### src/rtl/boot_pkg.sv
// Shared types and constants for the bootstrap SRAM load sequencer.
package boot_pkg;

    // Sequencer states, 3-bit encoded.
    typedef enum logic [2:0] {
        ST_IDLE      = 3'd0,
        ST_WAIT_DATA = 3'd1,
        ST_WRITE     = 3'd2,
        ST_GAP       = 3'd3,
        ST_DONE      = 3'd4,
        ST_ERROR     = 3'd5
    } state_t;

    // control_mem write_enable encodings: [1]=run counter, [0]=write mode.
    localparam logic [1:0] WE_IDLE  = 2'b00;
    localparam logic [1:0] WE_WRITE = 2'b11;

    // Default geometry of one 32-bit word write slot and the starvation limit.
    localparam int SLOT_CYCLES_DEFAULT    = 14;
    localparam int TIMEOUT_CYCLES_DEFAULT = 256;
    localparam int TO_WIDTH_DEFAULT       = 9;

    // States in which a new start request is accepted.
    function automatic logic accepts_start(input state_t s);
        return (s == ST_IDLE) || (s == ST_DONE) || (s == ST_ERROR);
    endfunction

    // States that make up an in-progress load.
    function automatic logic is_loading(input state_t s);
        return (s == ST_WAIT_DATA) || (s == ST_WRITE) || (s == ST_GAP);
    endfunction

endpackage

### src/rtl/boot_timeout_counter.sv
// Saturating starvation counter: counts enabled cycles and flags the last allowed one.
module boot_timeout_counter
    import boot_pkg::*;
#(
    parameter int TIMEOUT_CYCLES = TIMEOUT_CYCLES_DEFAULT,
    parameter int TO_WIDTH       = TO_WIDTH_DEFAULT
) (
    input  logic clk,
    input  logic rst_n,
    input  logic clear,
    input  logic enable,
    output logic expired
);

    localparam logic [TO_WIDTH-1:0] LAST = TO_WIDTH'(TIMEOUT_CYCLES - 1);

    logic [TO_WIDTH-1:0] count;

    // Count consecutive enabled cycles, holding at the last value instead of wrapping.
    always_ff @(posedge clk or negedge rst_n) begin
        // NOTE: non-blocking assignments so every register samples pre-edge values.
        if (!rst_n) begin
            count <= '0;
        end else if (clear) begin
            count <= '0;
        end else if (enable && (count != LAST)) begin
            count <= count + TO_WIDTH'(1);
        end
    end

    assign expired = (count == LAST);

endmodule

### src/rtl/boot_sequencer.sv
// Bootstrap SRAM load sequencer: writes boot_len FIFO words through control_mem, one
// fixed-length slot per word, then hands the SRAM over to the microprocessor.
module boot_sequencer
    import boot_pkg::*;
#(
    parameter int LEN_WIDTH      = 16,
    parameter int SLOT_CYCLES    = SLOT_CYCLES_DEFAULT,
    parameter int TIMEOUT_CYCLES = TIMEOUT_CYCLES_DEFAULT,
    parameter int TO_WIDTH       = TO_WIDTH_DEFAULT
) (
    input  logic                 boot_seq_clk_i,
    input  logic                 boot_seq_rst_n_i,
    input  logic                 start_i,
    input  logic [LEN_WIDTH-1:0] boot_len_i,
    input  logic                 fifo_empty_i,
    input  logic                 read_fifo_i,
    output logic                 fifo_rd_o,
    output logic [1:0]           write_enable_o,
    output logic                 micro_control_o,
    output logic                 busy_o,
    output logic                 done_o,
    output logic                 error_o,
    output logic [LEN_WIDTH-1:0] words_written_o
);

    localparam int                  SLOT_WIDTH = $clog2(SLOT_CYCLES + 1);
    localparam logic [SLOT_WIDTH-1:0] SLOT_LAST = SLOT_WIDTH'(SLOT_CYCLES - 1);

    state_t                state;
    state_t                next_state;
    logic [SLOT_WIDTH-1:0] slot_cnt;
    logic [LEN_WIDTH-1:0]  len;
    logic                  start_ok;
    logic                  slot_end;
    logic                  to_clear;
    logic                  to_enable;
    logic                  to_expired;

    logic [1:0]            we_d;
    logic                  micro_control_d;
    logic                  busy_d;
    logic                  done_d;
    logic                  error_d;

    assign start_ok = start_i && accepts_start(state);
    assign slot_end = (state == ST_WRITE) && (slot_cnt == SLOT_LAST);

    // Starvation timer runs only across consecutive empty cycles in WAIT_DATA.
    assign to_enable = (state == ST_WAIT_DATA) && fifo_empty_i;
    assign to_clear  = !to_enable;

    boot_timeout_counter #(
        .TIMEOUT_CYCLES (TIMEOUT_CYCLES),
        .TO_WIDTH       (TO_WIDTH)
    ) u_timeout (
        .clk     (boot_seq_clk_i),
        .rst_n   (boot_seq_rst_n_i),
        .clear   (to_clear),
        .enable  (to_enable),
        .expired (to_expired)
    );

    // State register.
    always_ff @(posedge boot_seq_clk_i or negedge boot_seq_rst_n_i) begin
        if (!boot_seq_rst_n_i) begin
            state <= ST_IDLE;
        end else begin
            state <= next_state;
        end
    end

    // Next-state logic.
    always_comb begin
        // NOTE: default assignment first so no path leaves next_state unassigned (no latch).
        next_state = state;
        unique case (state)
            ST_IDLE, ST_DONE, ST_ERROR: begin
                if (start_i) begin
                    next_state = (boot_len_i == '0) ? ST_DONE : ST_WAIT_DATA;
                end
            end
            ST_WAIT_DATA: begin
                if (!fifo_empty_i) begin
                    next_state = ST_WRITE;
                end else if (to_expired) begin
                    next_state = ST_ERROR;
                end
            end
            ST_WRITE: begin
                if (slot_cnt == SLOT_LAST) begin
                    next_state = ST_GAP;
                end
            end
            ST_GAP: begin
                next_state = (words_written_o == len) ? ST_DONE : ST_WAIT_DATA;
            end
            default: next_state = ST_IDLE;
        endcase
    end

    // Output decode: next-cycle values of the registered outputs, taken from the state being entered.
    always_comb begin
        we_d            = (next_state == ST_WRITE) ? WE_WRITE : WE_IDLE;
        busy_d          = is_loading(next_state);
        micro_control_d = (next_state == ST_DONE) || (next_state == ST_ERROR);
        done_d          = (next_state == ST_DONE);
        error_d         = (next_state == ST_ERROR);
    end

    // Registered outputs, so they change in the same edge as the state they describe.
    always_ff @(posedge boot_seq_clk_i or negedge boot_seq_rst_n_i) begin
        if (!boot_seq_rst_n_i) begin
            write_enable_o  <= WE_IDLE;
            micro_control_o <= 1'b0;
            busy_o          <= 1'b0;
            done_o          <= 1'b0;
            error_o         <= 1'b0;
        end else begin
            write_enable_o  <= we_d;
            micro_control_o <= micro_control_d;
            busy_o          <= busy_d;
            done_o          <= done_d;
            error_o         <= error_d;
        end
    end

    // Slot counter: 0..SLOT_CYCLES-1 within WRITE, clamped at the last slot cycle, 0 elsewhere.
    always_ff @(posedge boot_seq_clk_i or negedge boot_seq_rst_n_i) begin
        if (!boot_seq_rst_n_i) begin
            slot_cnt <= '0;
        end else if (state != ST_WRITE) begin
            slot_cnt <= '0;
        end else if (slot_cnt != SLOT_LAST) begin
            slot_cnt <= slot_cnt + SLOT_WIDTH'(1);
        end
    end

    // Load length latch and completed-word count; the count never passes the latched length.
    always_ff @(posedge boot_seq_clk_i or negedge boot_seq_rst_n_i) begin
        if (!boot_seq_rst_n_i) begin
            len             <= '0;
            words_written_o <= '0;
        end else if (start_ok) begin
            len             <= boot_len_i;
            words_written_o <= '0;
        end else if (slot_end && (words_written_o != len)) begin
            words_written_o <= words_written_o + LEN_WIDTH'(1);
        end
    end

    // Only the first cycle of a write slot may pop; control_mem also raises its request
    // in counter state 0 while idle, waiting or in the gap, and those must not pop.
    assign fifo_rd_o = read_fifo_i && (state == ST_WRITE) && (slot_cnt == '0);

endmodule

### config.mk
export PLATFORM = sky130hd
export DESIGN_NAME = boot_sequencer
export DESIGN_NICKNAME = d
export VERILOG_FILES = /design/src/rtl/boot_pkg.sv /design/src/rtl/boot_timeout_counter.sv /design/src/rtl/boot_sequencer.sv
export SDC_FILE = /design/constraint.sdc
export NUM_CORES = 1
export LEC_CHECK = 0
export BUFFER_PORTS_ARGS = -buffer_cell sky130_fd_sc_hd__buf_2
export CORE_MARGIN = 1.5
export CORE_UTILIZATION = 40
export DETAILED_ROUTE_END_ITERATION = 10
export HOLD_SLACK_MARGIN = 0.02
export PLACE_DENSITY = 0.56
export SYNTH_ARGS = -nofsm -noshare
export SYNTH_HDL_FRONTEND = slang
export SYNTH_SLANG_ARGS = --single-unit
### constraint.sdc
create_clock -name boot_seq_clk_i -period 3.9 [get_ports boot_seq_clk_i]
set_input_delay 1.17 -clock boot_seq_clk_i [delete_from_list [all_inputs] [get_ports boot_seq_clk_i]]
set_output_delay 1.17 -clock boot_seq_clk_i [all_outputs]
set_load 0.02 [all_outputs]
======== Word level (Yosys, flattened, before mapping) ========
Index checks and enable logic that the tools add are counted.
cells by class
  reductions and logical operators ........ 18
  add/subtract/negate cells ............... 3
  eq/ne operators ......................... 18
  mux-type cells .......................... 14
operators by type and width
  kind                     number
  $mux W16                 2
  $mux W3                  6
  $mux W9                  2
  $add A16 B1 Y16 const B  1
  $eq A16 B16 Y1           1
  $logic_not A16 Y1        1
  $ne A16 B16 Y1           1
  $eq A3 B2 Y1 const B     4
  $eq A3 B3 Y1 const B     4
  $pmux W3 S4              1
  $add A9 B1 Y9 const B    1
  $eq A9 B8 Y1 const B     1
  $ne A9 B8 Y1 const B     1
  $mux W4                  2
  $logic_and A1 B1 Y1      7
  $eq A3 B1 Y1 const B     2
  $logic_or A1 B1 Y1       5
  $add A4 B1 Y4 const B    1
  $eq A4 B4 Y1 const B     1
  $logic_not A4 Y1         1
  $ne A4 B4 Y1 const B     1
  $reduce_bool A2 Y1       2
  $logic_not A3 Y1         1
  $ne A3 B2 Y1 const B     1
  3 further kinds          3
word-level totals
  output and inout port bits .............. 23
  logic and storage cells ................. 63
  bits in registers ....................... 54

======== Longest topological paths before layout ========
Gate-level depths: netlist (run 1).
  word-level depth ........................ 7
  depth in mapped cells ................... 9

======== Hierarchy ========
From an unflattened synthesis (run 1), not the netlist that was laid out.
unflattened totals
  cell total of the unflattened synthesis .. 298
  area total of the unflattened synthesis .. 2727.6 sq um
by module, submodules not included
  module                cells each  area each (sq um)  instances
  boot_sequencer        251         2260.9             1
  boot_timeout_counter  47          466.7              1

======== Least setup slack after synthesis (run 1) ========
No wires, ideal clock.
  kind .................................... input-to-output
  start ................................... input read_fifo_i
  end ..................................... output fifo_rd_o
  arrival ................................. 1834 ps
  required time ........................... 2730 ps
  stages on the path ...................... 2
  slack ................................... 896 ps
  cells stage by stage .................... nand2_1 > nor4_1
on the way
  longest elaborated chain between the ends .. 2
RTL lines
  what                              line                   text
  start, declared                   boot_sequencer.sv:16   input logic read_fifo_i,
  $logic_and A1 B1 Y1 (2 in a row)  boot_sequencer.sv:153  assign fifo_rd_o = read_fifo_i && (state == ST_WRITE) && (slot_cnt == '0);
  end, declared                     boot_sequencer.sv:17   output logic fifo_rd_o,
Every way passes these cells.

======== Final worst setup path (run 1) ========
  start ................................... register state[1]
  end ..................................... output fifo_rd_o
on the way
  longest elaborated chain between the ends .. 3
RTL lines
  what                              line                   text
  start, declared                   boot_sequencer.sv:29   state_t state;
  start signal, assigned            boot_sequencer.sv:68   state <= next_state;
  $eq A3 B2 Y1                      boot_sequencer.sv:153
  $logic_and A1 B1 Y1 (2 in a row)  boot_sequencer.sv:153
Every way passes these cells.

==> impl_metrics.yaml, run 1 <==
global_route:
  grt_max_degree: 31
  antenna_found_initial: 0
  grt_pass1_wl_mm: 9.60
  overflow: 0
  grt_usage_pct: 16.6
  grt_pass1_vias: 1886
cts:
  cts_buffers: 5
  root_buffer: "clkbuf_8"
  cts_resized: 0
  cts_hold_buf: 0
  clk_pin_slew_worst_paths_ns: 0.09
  h-tree-depth: 2
  cts_sinks: 53
  cts_buffer_depth: 2
  tritoncts: "done"
  post-cts-setup-buffers: 0
  clk_latency_ns: 0.30
cells_and_area:
  multi_input_area_um2: 1300
  stdcell_count: 408
  antenna_cells: 0
  area_growth_pct: 12.5
  nNetsFinal: 358
  drive_gt1_share_pct: 16.6
  register_area_um2: 1330
  n_fill_cell: 647
timing:
  finalMaxSlewViolations: 0
  tns_ns: 0
  setup_viol: 0
  period_share_pct: 77.4
  worstMarginPinSlew_ns: 0.951
  rsz0062_at_grt: "no"
  max_slew_margin_pct: 36.6
  clock.fmax_mhz: 331
  fin_skew_ns: 0.00524
  period_minus_slack_ns: 3.02
  hold_viol_final: 0
setup_path:
  startpoint_type: "flop"
  crit_arrival_ns: 1.85
  cp.required_ns: 2.73
  critPathKind: "flop to primary output"
  crit_fanout: 11
  end_kind: "primary output"
power:
  p_leak_nw: 1.44
  seqPwrFrac_pct: 50.4
  p_int_uw: 989
  total_power_mw: 1.52
  power.switching_uw: 529
  vdd_drop_max_mv: 0.214
  power.share.clock_pct: 20.6
  pwr-share-comb_pct: 29.0
  switching_share_pct: 34.8
  power_density_nw_per_um2: 495
detailed_routing:
  drtIter0Drc: 137
  wl_per_cell_um: 14.0
  ant_nets: 0
  vias: 2127
  routed_wl_mm: 5.70
  routed_via_density: 5.21
  drc: 4
  drt_first_pass_iters: 8
placed_design:
  io_buffers: 43
  place_hpwl_mm: 4.12
  gp_congestion: 0.776
  dp_cells: 401
floorplan:
  io_pins: 44
  initial_core_util_pct: 42.2
  rows: 29
  die-area_um2: 7310
  die_y_um: 85.5
  core_area_um2: 6460
  die_w_um: 85.5
logic_synthesis:
  syn_avg_cell_area_um2: 9.26
  synth_edf_count: 0
  synth.most_common_cell: "nand2_1"
  ys_warn_count: 0
  synth_cell_types: 43
  postSynthNetCount: 321
  syn-cell-area_um2: 2720
  ys_seq_area_share_pct: 48.7
  synth_top_area_share_pct: 48.7
  ys_seq_elements: 53
  synthCells: 294
  yosysTopAreaCell: "dfrtp_1"
  synth_flop_cell: "dfrtp_1"
  netlist_top_cells_count: "62 x nand2_1, 53 x dfrtp_1, 19 x xnor2_1"
  ys_async_sr_fraction_pct: 100
  synth_area_leaders: "dfrtp_1 49%, nand2_1 8.5%, xnor2_1 6.1%"
outcome:
  status: "complete, but fails checks"
  violations: "design-rule violations"
hold_path:
  holdCritPathClass: "flop to flop"
flow_run:
  max_cap_violations: 0
[area by class of cell]
class / instances / share of cell area [%]
sequential: 53 / 43.3
multi-input combinational: 220 / 42.5
timing repair buffer: 45 / 7.51
tap: 77 / 3.14
clock buffer: 7 / 2.82
inverter: 6 / 0.735
[routing by layer]
layer | global-route usage (%) | vias up | part of all wire, %
met4 | 3.96 | 0 | 0.97
met5 | 0 | - | 0
met2 | 23.9 | 46 | 42
li1 | - | 1086 | -
met1 | 25.7 | 990 | 53
met3 | 3.27 | 5 | 3.7
[worst max-delay path, cell delays in order, from the launching register on]
cell and delay [ns]:
dfrtp_1 0.51, or3b_1 0.57, nor4_1 0.27, buf_2 0.20
[flip-flops by register name (all words and copies together), names as in the netlist]
register / cells
done_o: 1
busy_o: 1
words_written_o: 16
write_enable_o: 1
state: 3
u_timeout.count: 9
slot_cnt: 4
len: 16
error_o: 1
micro_control_o: 1
[worst paths after layout]
kind,startpoint,slack (ns),depth (start not counted),end
hold / removal,len[15],0.50,2,len[15]
hold reg to reg,len[15],0.50,2,len[15]
min in group asynchronous,boot_seq_rst_n_i,0.86,1,slot_cnt[1]
max in group asynchronous,boot_seq_rst_n_i,2.26,2,u_timeout.count[0]
setup / recovery,state[1],0.88,3,fifo_rd_o
setup reg to reg,state[1],1.70,5,words_written_o[8]
[cell families (layout without fill, tap and decap cells)]
logic type	count (synthesis)	after routing	synth area share [%]
mux	5	5	1.84
fa+ha+maj	6	6	2.76
simple gates	147	147	27.1
compound gates	38	38	8.27
flops	53	53	48.7
xor+xnor	24	24	7.72
buf+inv	21	58	3.67
[placed cells by master, fill, tap and decap left out, types with 6 or more instances in the layout]
| master | count |
|---|---|
| nand4_1 | 9 |
| clkbuf_8 | 6 |
| o21ai_0 | 10 |
| nand2_1 | 62 |
| buf_2 | 43 |
| nor2_1 | 18 |
| dfrtp_1 | 53 |
| a21oi_1 | 16 |
| xnor2_1 | 19 |
| nand3_1 | 11 |
| ha_1 | 6 |
| inv_1 | 6 |
| and3_1 | 8 |
| or3_1 | 9 |
[per-stage QoR]
| stage | util (%) | worst slack, ns | hold WS, ns | cell area (um2) |
|---|---|---|---|---|
| 2_1_floorplan | - | 0.896 | 0.467 | 2720 |
| 3_3_place_gp | 46.1 | 1.08 | 0.482 | 2980 |
| 3_5_place_dp | 46.1 | 1.09 | 0.486 | 2980 |
| 4_1_cts | 47.5 | 0.870 | 0.507 | 3070 |
| 5_1_grt | 47.5 | 0.761 | 0.534 | 3070 |
| 6_report | 47.5 | 0.881 | 0.501 | 3070 |
[power by group through the flow]
| stage | logic, mW | clock network [mW] | registers [mW] |
|---|---|---|---|
| after global routing | 0.500 | 0.352 | 0.779 |
| after detailed placement | 0.446 | 0 | 0.776 |
| after CTS | 0.448 | 0.323 | 0.765 |
| after global placement | 0.441 | 0 | 0.775 |
| final | 0.441 | 0.313 | 0.765 |
| after floorplan | 0.345 | 0 | 0.770 |
(Power assumes the default switching activity.)
==> inputs of run 2 (changes only) <==
ABC_AREA = 1   (was unset)
PLACE_DENSITY = 0.57   (was 0.56)
clock period = 2.6 ns   (was 3.9 ns; I/O delays follow)
==> run 2 against run 1 <==
  * The flow now finishes without violations
  * Flip-flop and latch count stayed put
  * Worst setup slack worse by 0.46 ns
  * Wire length is 24% higher
  * Sequential share of layout area is 5.3 points lower
  * Final cell count is 42% higher
  * Synthesized cell count is 48% higher
  * Highest routed layer unchanged
==> impl_metrics.yaml, run 2 <==
outcome:
  status: "finished clean"
flow_run:
  max_cap_violations: 0
detailed_routing:
  routed_via_density: 4.79
  dr_wl_met2_mm: 3.38
  ant_nets: 0
  met1_length_mm: 3.32
  wl_met3_um: 268
  routed_wl_mm: 7.05
  drtIter0Drc: 107
  drt_first_pass_iters: 4
  drc: 0
  dr.max_layer_used: "met4"
  vias: 2782
  wl_per_cell_um: 12.1
setup_path:
  r2r_slack_ns: 0.51
  rr_worst_depth: 15
  critPathKind: "flop to primary output"
  startpoint_type: "flop"
  crit_arrival_ns: 1.40
  reg2reg_to: "busy_o"
  end_kind: "primary output"
  r2r_start: "u_timeout.count[0]"
  crit_fanout: 6
  cp.required_ns: 1.82
timing:
  hold_viol_final: 0
  period_share_pct: 83.9
  setup_viol: 0
  whs_ns: 0.491
  rsz0062_at_grt: "no"
  finalMaxSlewViolations: 0
  clock.fmax_mhz: 458
  period_minus_slack_ns: 2.18
  worstMarginPinSlew_ns: 0.688
  tns_ns: 0
  fin_skew_ns: 0.0113
  max_slew_margin_pct: 54.1
power:
  total_power_mw: 2.84
  p_int_mw: 1.64
  power_density_nw_per_um2: 812
  switching_share_pct: 42.1
  p_leak_nw: 1.80
  pwr-share-comb_pct: 39.7
  power.share.clock_pct: 16.7
  seqPwrFrac_pct: 43.7
  vdd_drop_max_mv: 0.467
  power.switching_mw: 1.19
cts:
  h-tree-depth: 2
  cts_buffer_depth: 2
  root_buffer: "clkbuf_8"
  cts_resized: 0
  clk_latency_ns: 0.31
  cts_hold_buf: 0
  cts_sinks: 53
  tritoncts: "done"
  post-cts-setup-buffers: 0
  cts_buffers: 5
  clk_pin_slew_worst_paths_ns: 0.09
floorplan:
  rows: 31
  io_pins: 44
  core_area_um2: 7330
  initial_core_util_pct: 41.9
  die-area_um2: 8220
  die_y_um: 90.7
  die_w_um: 90.7
logic_synthesis:
  ys_warn_count: 0
  netlist_top_cells_count: "139 x nand2_1, 56 x inv_1, 53 x dfrtp_1, 53 x nor2_1, 36 x nand3_1"
  syn_avg_cell_area_um2: 7.07
  postSynthNetCount: 462
  ys_seq_elements: 53
  synth_edf_count: 0
  synth.most_common_cell: "nand2_1"
  yosysTopAreaCell: "dfrtp_1"
  synthCells: 435
  ys_async_sr_fraction_pct: 100
  synth_cell_types: 24
  synth_flop_cell: "dfrtp_1"
  syn-cell-area_um2: 3070
  synth_top_area_share_pct: 43.1
  synth_area_leaders: "dfrtp_1 43%, nand2_1 17%, inv_1 6.8%"
  ys_seq_area_share_pct: 43.1
cells_and_area:
  utilization_pct: 47.6
  antenna_cells: 0
  area_growth_pct: 13.6
  final_common_cell: "nand2_1"
  top_regs: "len x16, words_written_o x16, u_timeout.count x9"
  drive_gt1_share_pct: 14.1
  layout_common_cells: "139 x nand2_1, 56 x inv_1, 53 x nor2_1, 53 x dfrtp_1, 43 x buf_2"
  nNetsFinal: 509
placed_design:
  gp_congestion: 0.836
  place_hpwl_mm: 5.38
  io_buffers: 43
hold_path:
  holdPathEnd: "slot_cnt[3]"
  hp-start: "slot_cnt[3]"
  holdCritPathClass: "flop to flop"
  worstHoldPathCells: 1
global_route:
  grt_usage_pct: 18.2
  overflow: 0
  grt_max_degree: 31
  antenna_found_initial: 0
  grt_pass1_vias: 2607
  grt_pass1_wl_mm: 12.2
[run 2: cell types whose count changed after synthesis, sizes merged, moves of 6 or more]
| cell | before | now |
|---|---|---|
| and3 | 8 | 0 |
| xor2 | 5 | 11 |
| nor4 | 7 | 0 |
| inv | 6 | 62 |
| nor2 | 19 | 56 |
| nand3 | 11 | 36 |
| nand2 | 62 | 143 |
| xnor2 | 19 | 1 |
| o21ai | 11 | 27 |
| or3 | 9 | 0 |
[run 2: layout make-up]
type                            count  area [um2]
Clock buffer                        7        86.3
Fill cell                         744        3840
Inverter                           62         233
Multi-Input combinational cell    311        1460
Sequential cell                    53        1330
Tap cell                           99         124
Timing Repair Buffer               49         260
[run 2: power by group through the flow]
stage                     Sequential [mW]  Combinational, mW  Clock [mW]
after global routing                 1.28               1.29       0.518
after global placement               1.25               1.12           0
after detailed placement             1.26               1.13           0
final                                1.24               1.12       0.472
after floorplan                      1.31              0.744           0
after CTS                            1.24               1.14       0.489
[run 2: logic make-up after synthesis]
logic type | Yosys count | synth area share (%)
xor gates and xnor gates | 12 | 3.42
and+or+nand+nor | 253 | 35.1
buffers and inverters | 71 | 9.28
adders and majority gates | 6 | 2.44
AOI/OAI and AO/OA | 40 | 6.63
DFF | 53 | 43.1
[run 2: how the worst max path moves through the flow]
stage                       start         to  slack (ns)  cells after the start
2_1_floorplan         read_fifo_i  fifo_rd_o        0.67                      2
3_3_place_gp   u_timeout.count[0]    error_o        0.58                     16
3_5_place_dp   u_timeout.count[0]    error_o        0.53                     16
4_1_cts                  state[2]  fifo_rd_o        0.40                      6
5_1_grt        u_timeout.count[0]     busy_o        0.27                     15
6_report                 state[2]  fifo_rd_o        0.42                      6
[run 2: metrics by stage]
step | std cells | worst slack, ns | cell area, um2
global placement | 574 | 0.575 | 3410
floorplan | 435 | 0.672 | 3070
global route | 581 | 0.271 | 3490
CTS | 581 | 0.402 | 3490
detailed placement | 574 | 0.525 | 3410
finish | 581 | 0.418 | 3490
[run 2: critical path: stages, from the launching register on]
cell,delay (ns)
dfrtp_1,0.40
inv_2,0.09
nand2_1,0.06
nor2_2,0.20
inv_1,0.09
nor2_1,0.10
buf_2,0.16
[run 2: layer usage]
metal  vias to the layer above  GRT usage [%]
met5                         -              0
met4                         0           5.82
met3                         6           3.11
met2                        51           30.2
met1                      1277           24.1
li1                       1448              -
